`src/rtl/bnn_weight_loader_if.sv`:
```
// bnn_weight_loader_if: valid/ready byte stream feeding the weight loader
interface bnn_weight_loader_if;
  logic [7:0] data;
  logic       valid;
  logic       ready;
  modport master (output data, valid, input ready);
  modport slave  (input data, valid, output ready);
endinterface

```
`src/rtl/bnn_weight_loader.sv`:
```
// bnn_weight_loader: buffers weight bytes and issues them as lo/hi nibble pairs to the BNN
module bnn_weight_loader #(
  parameter int NUM_NEURONS = 12,
  parameter int FIFO_DEPTH  = 4,
  parameter int IDX_W       = 5
) (
  input  logic                 clk,
  input  logic                 reset,
  input  logic                 ena,
  input  logic                 start,
  input  logic                 abort,
  bnn_weight_loader_if.slave   stream,
  output logic [3:0]           load_nibble,
  output logic                 load_en,
  output logic [IDX_W-1:0]     neuron_idx,
  output logic                 busy,
  output logic                 done
);
  localparam int AW = $clog2(FIFO_DEPTH);
  localparam int PW = AW + 1;
  localparam logic [IDX_W-1:0] NUM  = IDX_W'(NUM_NEURONS);
  localparam logic [IDX_W-1:0] LAST = IDX_W'(NUM_NEURONS - 1);
  typedef enum logic [1:0] {IDLE, LOAD_LO, LOAD_HI, DONE} state_t;
  state_t           state;
  logic [7:0]       mem [FIFO_DEPTH];
  logic [PW-1:0]    wr_ptr, rd_ptr;
  logic [IDX_W-1:0] accepted;
  logic             full, empty, push;
  logic [7:0]       head;
  assign full         = (wr_ptr - rd_ptr) == PW'(FIFO_DEPTH);
  assign empty        = wr_ptr == rd_ptr;
  assign head         = mem[rd_ptr[AW-1:0]];
  assign stream.ready = ena && busy && !full && (accepted < NUM);
  assign push         = stream.valid && stream.ready && !abort;
  // FIFO storage needs no reset; occupancy lives in the pointers
  always_ff @(posedge clk)
    if (push) mem[wr_ptr[AW-1:0]] <= stream.data;
  // session FSM: pointers, counters and registered nibble outputs
  always_ff @(posedge clk or posedge reset) begin
    if (reset) begin
      state       <= IDLE;
      wr_ptr      <= '0;
      rd_ptr      <= '0;
      accepted    <= '0;
      neuron_idx  <= '0;
      load_nibble <= '0;
      load_en     <= 1'b0;
      busy        <= 1'b0;
      done        <= 1'b0;
    end else if (!ena) begin
      load_en <= 1'b0;
    end else if (abort) begin
      state   <= IDLE;
      wr_ptr  <= '0;
      rd_ptr  <= '0;
      load_en <= 1'b0;
      busy    <= 1'b0;
      done    <= 1'b0;
    end else begin
      if (push) begin
        wr_ptr   <= wr_ptr + PW'(1);
        accepted <= accepted + IDX_W'(1);
      end
      case (state)
        LOAD_LO: begin
          load_en <= !empty;
          if (!empty) begin
            load_nibble <= head[3:0];
            state       <= LOAD_HI;
          end
        end
        LOAD_HI: begin
          load_nibble <= head[7:4];
          load_en     <= 1'b1;
          rd_ptr      <= rd_ptr + PW'(1);
          neuron_idx  <= neuron_idx + IDX_W'(1);
          state       <= (neuron_idx == LAST) ? DONE : LOAD_LO;
          busy        <= neuron_idx != LAST;
          done        <= neuron_idx == LAST;
        end
        default: begin
          load_en <= 1'b0;
          if (start) begin
            state      <= LOAD_LO;
            accepted   <= '0;
            neuron_idx <= '0;
            done       <= 1'b0;
            busy       <= 1'b1;
          end
        end
      endcase
    end
  end
endmodule

```
`src/flat_wrapper.sv`:
```
// flat-port wrapper written by rule: the top's interface ports become plain ports
module bnn_weight_loader_flat 
#(
  parameter int NUM_NEURONS = 12,
  parameter int FIFO_DEPTH  = 4,
  parameter int IDX_W       = 5
)
  (clk, reset, ena, start, abort, load_nibble, load_en, neuron_idx, busy, done, stream_data, stream_valid, stream_ready);
  bnn_weight_loader_if stream_i ();
  input  logic clk;
  input  logic reset;
  input  logic ena;
  input  logic start;
  input  logic abort;
  output logic [3:0] load_nibble;
  output logic load_en;
  output logic [IDX_W-1:0] neuron_idx;
  output logic busy;
  output logic done;
  input wire logic [$bits(stream_i.data)-1:0] stream_data;
  input wire logic [$bits(stream_i.valid)-1:0] stream_valid;
  output wire logic [$bits(stream_i.ready)-1:0] stream_ready;
  assign stream_i.data = stream_data;
  assign stream_i.valid = stream_valid;
  assign stream_ready = stream_i.ready;
  bnn_weight_loader #(.NUM_NEURONS(NUM_NEURONS), .FIFO_DEPTH(FIFO_DEPTH), .IDX_W(IDX_W)) u_core (.clk(clk), .reset(reset), .ena(ena), .start(start), .abort(abort), .stream(stream_i), .load_nibble(load_nibble), .load_en(load_en), .neuron_idx(neuron_idx), .busy(busy), .done(done));
endmodule
```
`config.mk`:
```
export PLATFORM = sky130hd
export DESIGN_NAME = bnn_weight_loader_flat
export DESIGN_NICKNAME = d
export VERILOG_FILES = /design/src/rtl/bnn_weight_loader_if.sv /design/src/rtl/bnn_weight_loader.sv /design/src/flat_wrapper.sv
export SDC_FILE = /design/constraint.sdc
export NUM_CORES = 1
export LEC_CHECK = 0
export ABC_AREA = 1
export BUFFER_PORTS_ARGS = -buffer_cell sky130_fd_sc_hd__buf_2
export CORE_UTILIZATION = 61
export CTS_BUF_LIST = sky130_fd_sc_hd__clkbuf_4 sky130_fd_sc_hd__clkbuf_8
export DETAILED_ROUTE_END_ITERATION = 8
export PLACE_DENSITY = 0.94
export SLEW_MARGIN = 20
export SYNTH_ARGS = -nofsm -noshare
export SYNTH_HDL_FRONTEND = slang
export SYNTH_SLANG_ARGS = --single-unit
```
`constraint.sdc`:
```
create_clock -name clk -period 3 [get_ports clk]
set_input_delay 0.15 -clock clk [delete_from_list [all_inputs] [get_ports clk]]
set_output_delay 0.15 -clock clk [all_outputs]
set_load 0.02 [all_outputs]
```
==> results of run 1 <==
[worst paths after layout]
check,startpoint,end,slack [ns],cells past startpoint
hold reg to reg,u_core.done$_DFFE_PP0P_,u_core.done$_DFFE_PP0P_,0.48,2
max in group asynchronous,reset,u_core.rd_ptr[2]$_DFFE_PP0P_,2.36,2
setup reg to reg,u_core.rd_ptr[1]$_DFFE_PP0P_,u_core.mem[2][7]$_DFFE_PP_,0.41,7
min in group clk,stream_data[6],u_core.mem[3][6]$_DFFE_PP_,0.05,1
setup / recovery,u_core.rd_ptr[1]$_DFFE_PP0P_,u_core.mem[2][7]$_DFFE_PP_,0.41,7
hold / removal,reset,u_core.load_nibble[2]$_DFFE_PP0P_,0.03,2
[layout by cell type, fill, tap and decap left out, types with 2 or more instances in the layout]
cell type and instances:
o211ai_1 2, dfrtp_1 25, nand4_1 2, clkinv_2 2, nand2_1 52, o21ai_0 27
ha_1 11, a31oi_1 4, xor2_1 3, inv_1 29, a21oi_1 8, edfxtp_1 32
clkbuf_8 9, nand2_4 2, nand3_1 9, inv_4 2, bufinv_16 2, buf_2 26
clkbuf_4 3, nor2_4 2, o22ai_1 8, nor2_1 32
[worst max-delay path, stage by stage, from the launching register on]
cell and delay, ns:
dfrtp_1 0.49, inv_1 0.20, ha_1 0.36, a21oi_1 0.15, nand2_1 0.07, nand3_1 0.14
nand4_2 0.23, nor2_1 0.58
[where the power goes]
part	switching, mW	internal [mW]	total [mW]
clock	0.276	0.493	0.768
combinational	0.281	0.140	0.421
sequential	0.0488	0.896	0.945
[final cells by class]
type	count	area [µm²]	share of cell area [%]
Clock buffer	12	146	4.79
Clock inverter	4	70.1	2.29
Inverter	31	121	3.97
Multi-Input combinational cell	172	931	30.5
Sequential cell	57	1590	51.9
Tap cell	50	62.6	2.05
Timing Repair Buffer	27	138	4.50
[per-layer routing]
metal / vias up / track usage, % / wire (µm)
met5: - / 0 / 0
met4: 0 / 16.1 / 178
met3: 24 / 6.67 / 494
met2: 116 / 41.7 / 2490
met1: 925 / 35.0 / 2280
li1: 960 / - / -
[per-stage QoR]
stage / setup WS (ns) / hold WS [ns]
after global routing: 0.227 / 0.0515
final: 0.405 / 0.0335
after detailed placement: 0.411 / 0.388
after CTS: 0.415 / 0.0396
after global placement: 0.610 / 0.391
after floorplan: 0.729 / 0.177
[registers in the layout, indices dropped and copies added (netlist names), 2 cells and up]
register and count:
u_core.mem 32, u_core.load_nibble 4, u_core.wr_ptr 3, u_core.neuron_idx 5, u_core.rd_ptr 3, u_core.accepted 5, u_core.state 2
[logic make-up (layout without fill, tap and decap cells)]
family / Yosys count / count (layout) / synth area share, %
xor+xnor: 4 / 4 / 1.32
compound gates: 53 / 53 / 11.3
simple gates: 104 / 104 / 17.2
flops: 57 / 57 / 59.6
buf+inv: 36 / 74 / 5.36
fa+ha+maj: 11 / 11 / 5.17
==> flow_summary.ini, run 1 <==
[place]
hpwlAfterDp_um = 3960
placed_cells = 337
dpl_cell_area_um2 = 2840
io_buffers = 26
gp_congestion = 0.888

[cts]
cts_buffers = 9
cts.clk_slew.worst_paths_ns = 0.07
cts_root_buffer = clkbuf_8
cts_max_level = 3
cts.sinks = 57
clk_path_buf_depth = 2
insertion_delay_ns = 0.33
post_cts_buffers = 0
holdBufCountCts = 0
cts-resized-gates = 0
cts_tree = built

[drt]
wirelength_um = 5440
viasPerCell = 5.74
drt_pass1_iterations = 6
vias = 2025
wire_per_inst_um = 15.4
drc = 0
drt_iter0_markers = 107
final_antenna_net_count = 0

[yosys]
synth-edff-count = 32
ys_ff_latch = 57
yosys-top-cells-count = nand2_1 (52), edfxtp_1 (32), nor2_1 (32)
syn_inst = 265
synth_area_um2 = 2660
synth.distinct_cells = 29
ys.flop_type = edfxtp_1
synth_area_leaders = edfxtp_1 (36%), dfrtp_1 (24%), nand2_1 (7.3%)
synth_fp_nets = 290
yosys.area.top_type_share_pct = 36.1
yosys_warnings = 0
ys_seq_area_share_pct = 59.6
synth_most_common_cell = nand2_1
synth_top_area_cell = edfxtp_1
synthArstFlopShare_pct = 43.9
synth_area_per_cell_um2 = 10.0

[sta]
period_needed_ns = 2.59
report.final.setup_viol = 0
fin_tns_setup_ns = 0
fin_crit_sh_pct = 86.5
slew_headroom_pct = 35.4
slew_viol_final = 0
skew_ns = 0.00967
rsz0062_at_grt = no
worstMarginPinSlew_ns = 0.967
hold_viol = 0
fmax_mhz = 385

[die]
die_y_um = 68.0
die_area_um2 = 4630
core-area_um2 = 4090
pin_count = 27
num_rows = 23
die_w_um = 68.0
start_util_pct = 65.1

[critical_path]
crit_path_end_kind = flop
start_kind = flop
arrival_ns = 2.55
crit_fanout = 11
crit_type = flop to flop
critical_path_required_ns = 2.96

[outcome]
status = finished clean

[grt]
grt_max_degree = 26
first_global_vias = 1855
antenna_found_initial = 0
overflow = 0
gr-usage-all-layers_pct = 27.2
grt_pass1_wl_um = 8740

[cells_and_area]
final_area_um2 = 3060
diodes = 0
final_core_util_pct = 74.8
finalNonFillerCells = 353
area_growth_pct = 14.9
drive_gt1_share_pct = 17.8
fillCellCount = 259
nNetsFinal = 323

[hold_path]
hold_class = input pin to async pin

[power_and_ir_drop]
leakage_nw = 1.38
power_mw = 2.13
p_per_area_nw_per_um2 = 698
ir_drop_uv = 419

[run]
maxCapViolations = 0
Power figures use the tool's default switching activity.
==> run 2: changes to the inputs <==
--- a/config.mk
+++ b/config.mk
@@ -5,12 +5,11 @@
 export SDC_FILE = /design/constraint.sdc
 export NUM_CORES = 1
 export LEC_CHECK = 0
-export ABC_AREA = 1
 export BUFFER_PORTS_ARGS = -buffer_cell sky130_fd_sc_hd__buf_2
-export CORE_UTILIZATION = 61
-export CTS_BUF_LIST = sky130_fd_sc_hd__clkbuf_4 sky130_fd_sc_hd__clkbuf_8
+export CORE_UTILIZATION = 58
+export CTS_BUF_LIST = sky130_fd_sc_hd__clkbuf_16
 export DETAILED_ROUTE_END_ITERATION = 8
-export PLACE_DENSITY = 0.94
+export PLACE_DENSITY = 0.91
 export SLEW_MARGIN = 20
 export SYNTH_ARGS = -nofsm -noshare
 export SYNTH_HDL_FRONTEND = slang
==> flow_summary.ini, run 2 <==
[outcome]
status = finished clean

[sta]
fin_tns_setup_ns = 0
skew_ns = 0.00419
fin_crit_sh_pct = 75.5
worstMarginPinSlew_ns = 0.943
report.final.setup_viol = 0
period_needed_ns = 2.26
slew_headroom_pct = 37.1
hold_viol = 0
slew_viol_final = 0
fmax_mhz = 442
rsz0062_at_grt = no

[critical_path]
start_kind = flop
critical_path_required_ns = 3.00
reg2reg_slack_ns = 0.74
crit_path_end_kind = flop
crit_fanout = 12
arrival_ns = 2.27
crit_type = flop to flop

[die]
die_y_um = 68.8
pin_count = 27
die_w_um = 68.8
num_rows = 23
die_area_um2 = 4730
start_util_pct = 62.4
core-area_um2 = 4140

[cts]
cts.sinks = 57
cts_tree = built
insertion_delay_ns = 0.32
cts_root_buffer = clkbuf_16
clk_path_buf_depth = 2
cts_buffers = 9
holdBufCountCts = 0
post_cts_buffers = 0
cts_max_level = 3
cts-resized-gates = 0
cts.clk_slew.worst_paths_ns = 0.05

[yosys]
synth_area_leaders = edfxtp_1 (37%), dfrtp_1 (24%), mux4_2 (7.0%)
synth_area_per_cell_um2 = 13.5
synth.distinct_cells = 39
yosys.area.top_type_share_pct = 37.2
syn_inst = 192
synth_most_common_cell = edfxtp_1
ys_seq_area_share_pct = 61.4
yosys_warnings = 0
synth_fp_nets = 217
yosys-top-cells-count = edfxtp_1 (32), dfrtp_1 (25), nand2_1 (16)
synthArstFlopShare_pct = 43.9
synth-edff-count = 32
ys_ff_latch = 57
ys.flop_type = edfxtp_1
synth_top_area_cell = edfxtp_1
synth_area_um2 = 2580

[drt]
vias = 1640
drc = 0
wire_per_inst_um = 17.5
viasPerCell = 5.92
drt_iter0_markers = 110
drt_pass1_iterations = 4
wirelength_um = 4850
final_antenna_net_count = 0

[grt]
gr-usage-all-layers_pct = 24.2
overflow = 0
first_global_vias = 1587
grt_max_degree = 26
grt_pass1_wl_um = 7670
antenna_found_initial = 0

[cells_and_area]
nNetsFinal = 247
largest_reg_flops = 32
area_growth_pct = 18.8
final_cell_mix = edfxtp_1 (32), buf_2 (26), dfrtp_1 (25), nand2_1 (16)
diodes = 0
layout_commonest_cell = edfxtp_1
drive_gt1_share_pct = 26.0

[place]
io_buffers = 26
hpwlAfterDp_um = 3190
gp_congestion = 0.792

[hold_path]
hold_class = input pin to async pin

[power_and_ir_drop]
p_per_area_nw_per_um2 = 727
power_mw = 2.23
leakage_nw = 1.22
ir_drop_uv = 601

[run]
maxCapViolations = 0
==> run 2: changes by cell type in the layout (fill, tap and decap cells not counted), sizes merged, moves of 6 or more <==
cell,delta
nand2,-39
nor2,-24
inv,-23
o21ai,-15
mux4,+8
nand3,-8
o22ai,-6
==> run 2: through the flow <==
| step | instances | util [%] | instance area, µm² | worst slack [ns] | hold slack, ns |
|---|---|---|---|---|---|
| after floorplan | 192 | - | 2580 | 0.788 | 0.177 |
| after CTS | 277 | 74.1 | 3070 | 0.730 | 0.0450 |
| after detailed placement | 261 | 66.4 | 2750 | 0.760 | 0.379 |
| final | 277 | 74.1 | 3070 | 0.736 | 0.0417 |
| after global routing | 277 | 74.1 | 3070 | 0.606 | 0.0479 |
| after global placement | 261 | 66.4 | 2750 | 0.847 | 0.366 |
==> run 2: path summary, 6_finish.rpt <==
check,startpoint,endpoint,cells past startpoint
worst max register to register,u_core.rd_ptr[1]$_DFFE_PP0P_,u_core.mem[1][4]$_DFFE_PP_,6
worst max-delay path,u_core.rd_ptr[1]$_DFFE_PP0P_,u_core.mem[1][4]$_DFFE_PP_,6
worst min register to register,u_core.busy$_DFFE_PP0P_,u_core.busy$_DFFE_PP0P_,2
max in group asynchronous,reset,u_core.accepted[1]$_DFFE_PP0P_,2
worst min-delay path,reset,u_core.neuron_idx[3]$_DFFE_PP0P_,2
min in group clk,stream_data[2],u_core.mem[0][2]$_DFFE_PP_,1
==> run 2: layout make-up <==
type	count	area (µm²)
inverters	8	30.0
clock inverters	7	95.1
clock buffers	9	225
fillers	269	1070
flip-flops and latches	57	1590
multi-input cells	118	926
well taps	50	62.6
repair buffers	28	145
==> run 2: per-layer routing <==
metal | part of all wire, % | track usage [%]
met5 | 0 | 0
met3 | 3.7 | 5.59
met4 | 3.7 | 14.5
met2 | 49 | 39.3
met1 | 44 | 29.3
==> run 2: cell families (layout without fill, tap and decap cells) <==
group	count (synthesis)	after routing	synth area share [%]
xor gates and xnor gates	4	4	1.65
DFF	57	57	61.4
and+or+nand+nor	47	47	8.96
buffers and inverters	17	52	2.81
AOI/OAI and AO/OA	43	43	11.0
muxes	13	13	8.91
adders and majority gates	11	11	5.32
==> run 2: where the power goes <==
| group | switching, mW | total (mW) | internal, mW |
|---|---|---|---|
| clock | 0.347 | 1.07 | 0.724 |
| combinational | 0.156 | 0.247 | 0.0905 |
| sequential | 0.0391 | 0.916 | 0.877 |
| total | 0.542 | 2.23 | 1.69 |
==> run 2: critical path: stages, from the launching register on <==
cell      delay, ns
dfrtp_1        0.61
inv_1          0.09
ha_1           0.31
and2_0         0.24
a211oi_2       0.21
buf_4          0.20
and2_2         0.29
==> run 3: changes to the inputs <==
--- a/config.mk
+++ b/config.mk
@@ -5,11 +5,12 @@
 export SDC_FILE = /design/constraint.sdc
 export NUM_CORES = 1
 export LEC_CHECK = 0
+export ABC_AREA = 1
 export BUFFER_PORTS_ARGS = -buffer_cell sky130_fd_sc_hd__buf_2
-export CORE_UTILIZATION = 58
+export CORE_UTILIZATION = 52
 export CTS_BUF_LIST = sky130_fd_sc_hd__clkbuf_16
 export DETAILED_ROUTE_END_ITERATION = 8
-export PLACE_DENSITY = 0.91
+export PLACE_DENSITY = 0.86
 export SLEW_MARGIN = 20
 export SYNTH_ARGS = -nofsm -noshare
 export SYNTH_HDL_FRONTEND = slang
==> constraint.sdc (replaced) <==
create_clock -name clk -period 1.93 [get_ports clk]
set_input_delay 0.0965 -clock clk [delete_from_list [all_inputs] [get_ports clk]]
set_output_delay 0.0965 -clock clk [all_outputs]
set_load 0.02 [all_outputs]
==> flow_summary.ini, run 3 (synthesized netlist as in run 1, its figures left out) <==
[hold_path]
hold_class = input pin to flop

[die]
num_rows = 25
die_y_um = 73.5
die_area_um2 = 5410
pin_count = 27
core-area_um2 = 4820
start_util_pct = 55.2
die_w_um = 73.5

[sta]
hold_viol = 0
skew_ns = 0.00483
fin_crit_sh_pct = 94.1
period_needed_ns = 1.82
slew_viol_final = 0
slew_headroom_pct = 57.4
report.final.setup_viol = 0
worstMarginPinSlew_ns = 0.631
fmax_mhz = 550

[power_and_ir_drop]
leakage_nw = 1.45
ir_drop_uv = 810
power_mw = 3.81
p_per_area_nw_per_um2 = 1160

[grt]
grt_pass1_wl_um = 9330
antenna_found_initial = 0
first_global_vias = 1977
overflow = 0
gr-usage-all-layers_pct = 24.0
grt_max_degree = 26

[cts]
cts_max_level = 3
clk_path_buf_depth = 2
cts.sinks = 57
cts.clk_slew.worst_paths_ns = 0.05
cts_buffers = 9
insertion_delay_ns = 0.33
cts_root_buffer = clkbuf_16
cts_tree = built

[drt]
final_antenna_net_count = 0
wl_met3_um = 361
drt_iter0_markers = 187
wl_met1_um = 2500
vias = 2042
drc = 0
wirelength_um = 5670
drt_pass1_iterations = 4
viasPerCell = 5.40
route.met2.wl_um = 2680
top_layer = met4
wire_per_inst_um = 15.0

[critical_path]
reg2reg_slack_ns = 0.11
rr_startpoint = u_core.wr_ptr[1]$_DFFE_PP0P_
crit_type = flop to flop
start_kind = flop
crit_path_end_kind = flop
critical_path_required_ns = 1.94
crit_fanout = 8
cp-endpoint = u_core.mem[3][7]$_DFFE_PP_
r2r_end = u_core.mem[3][7]$_DFFE_PP_
worstRegToRegCells = 7
arrival_ns = 1.83
startpoint = u_core.wr_ptr[1]$_DFFE_PP0P_

[cells_and_area]
finalNonFillerCells = 378
drive_gt1_share_pct = 20.9
regArea_um2 = 1590
nNetsFinal = 331
diodes = 0
largest_reg_flops = 32
fillCellCount = 350
layout_commonest_cell = nand2_1
area_growth_pct = 23.7
multiInputGateArea_um2 = 987
final_cell_mix = nand2_1 (52), edfxtp_1 (32), inv_1 (28), nor2_1 (28), o21ai_0 (27)

[place]
placed_cells = 359
io_buffers = 26
hpwlAfterDp_um = 3940
gp_congestion = 0.916

[run]
maxCapViolations = 0

[outcome]
status = finished clean
## run 3: through the flow
step / utilization [%] / hold WS [ns] / instance area (µm²) / TNS, ns / worst slack (ns)
global placement: 61.1 / 0.160 / 2940 / 0 / 0.0660
finish: 68.3 / 0.0104 / 3290 / 0 / 0.113
floorplan: - / 0.124 / 2710 / 0 / 0.00300
detailed placement: 61.1 / 0.167 / 2940 / -0.754 / -0.0285
global route: 68.3 / 0.0111 / 3290 / -0.0484 / -0.00442
CTS: 67.9 / 0.0117 / 3270 / 0 / 0.0174
## run 3: report_power, final
group / internal (mW) / switching, mW
clock network: 1.11 / 0.528
logic: 0.235 / 0.469
registers: 1.39 / 0.0740
## run 3: what timing repair did
item                                   in CTS  in global routing
gates cloned                                0                  0
resized for setup                           0                  1
setup endpoints to repair                  32                 32
pin swaps                                   3                  1
endpoints found under the hold margin      25                  0
buffers inserted                            1                  1
hold buffers                                1                  0
## run 3: layout make-up
cell class | instances | share of cell area (%)
Timing Repair Buffer | 35 | 6.09
Tap cell | 67 | 2.55
Clock buffer | 9 | 6.85
Sequential cell | 57 | 48.2
Multi-Input combinational cell | 172 | 30.0
Clock inverter | 7 | 2.59
Inverter | 31 | 3.69
## run 3: worst max-delay path, stage by stage (launching register included)
cell and delay, ns:
dfrtp_1 0.44, ha_4 0.30, nand2_1 0.05, nand2_1 0.05, nand2_1 0.06, nand3_2 0.11
nand4_4 0.20, nor2_4 0.28
## run 3: worst min path at each step
stage / cells past startpoint / to / from / slack, ns
2_1_floorplan: 1 / u_core.accepted[0]$_DFFE_PP0P_ / reset / 0.12
3_3_place_gp: 3 / u_core.load_nibble[2]$_DFFE_PP0P_ / reset / 0.16
3_5_place_dp: 3 / u_core.load_nibble[3]$_DFFE_PP0P_ / reset / 0.17
4_1_cts: 1 / u_core.mem[1][1]$_DFFE_PP_ / stream_data[1] / 0.01
5_1_grt: 1 / u_core.mem[3][0]$_DFFE_PP_ / stream_data[0] / 0.01
6_report: 1 / u_core.mem[3][1]$_DFFE_PP_ / stream_data[1] / 0.01
## run 3: per-layer routing
layer / GRT usage, % / vias up
met1: 31.1 / 966
li1: - / 983
met5: 0 / -
met3: 8.37 / 11
met4: 11.1 / 0
met2: 36.1 / 82
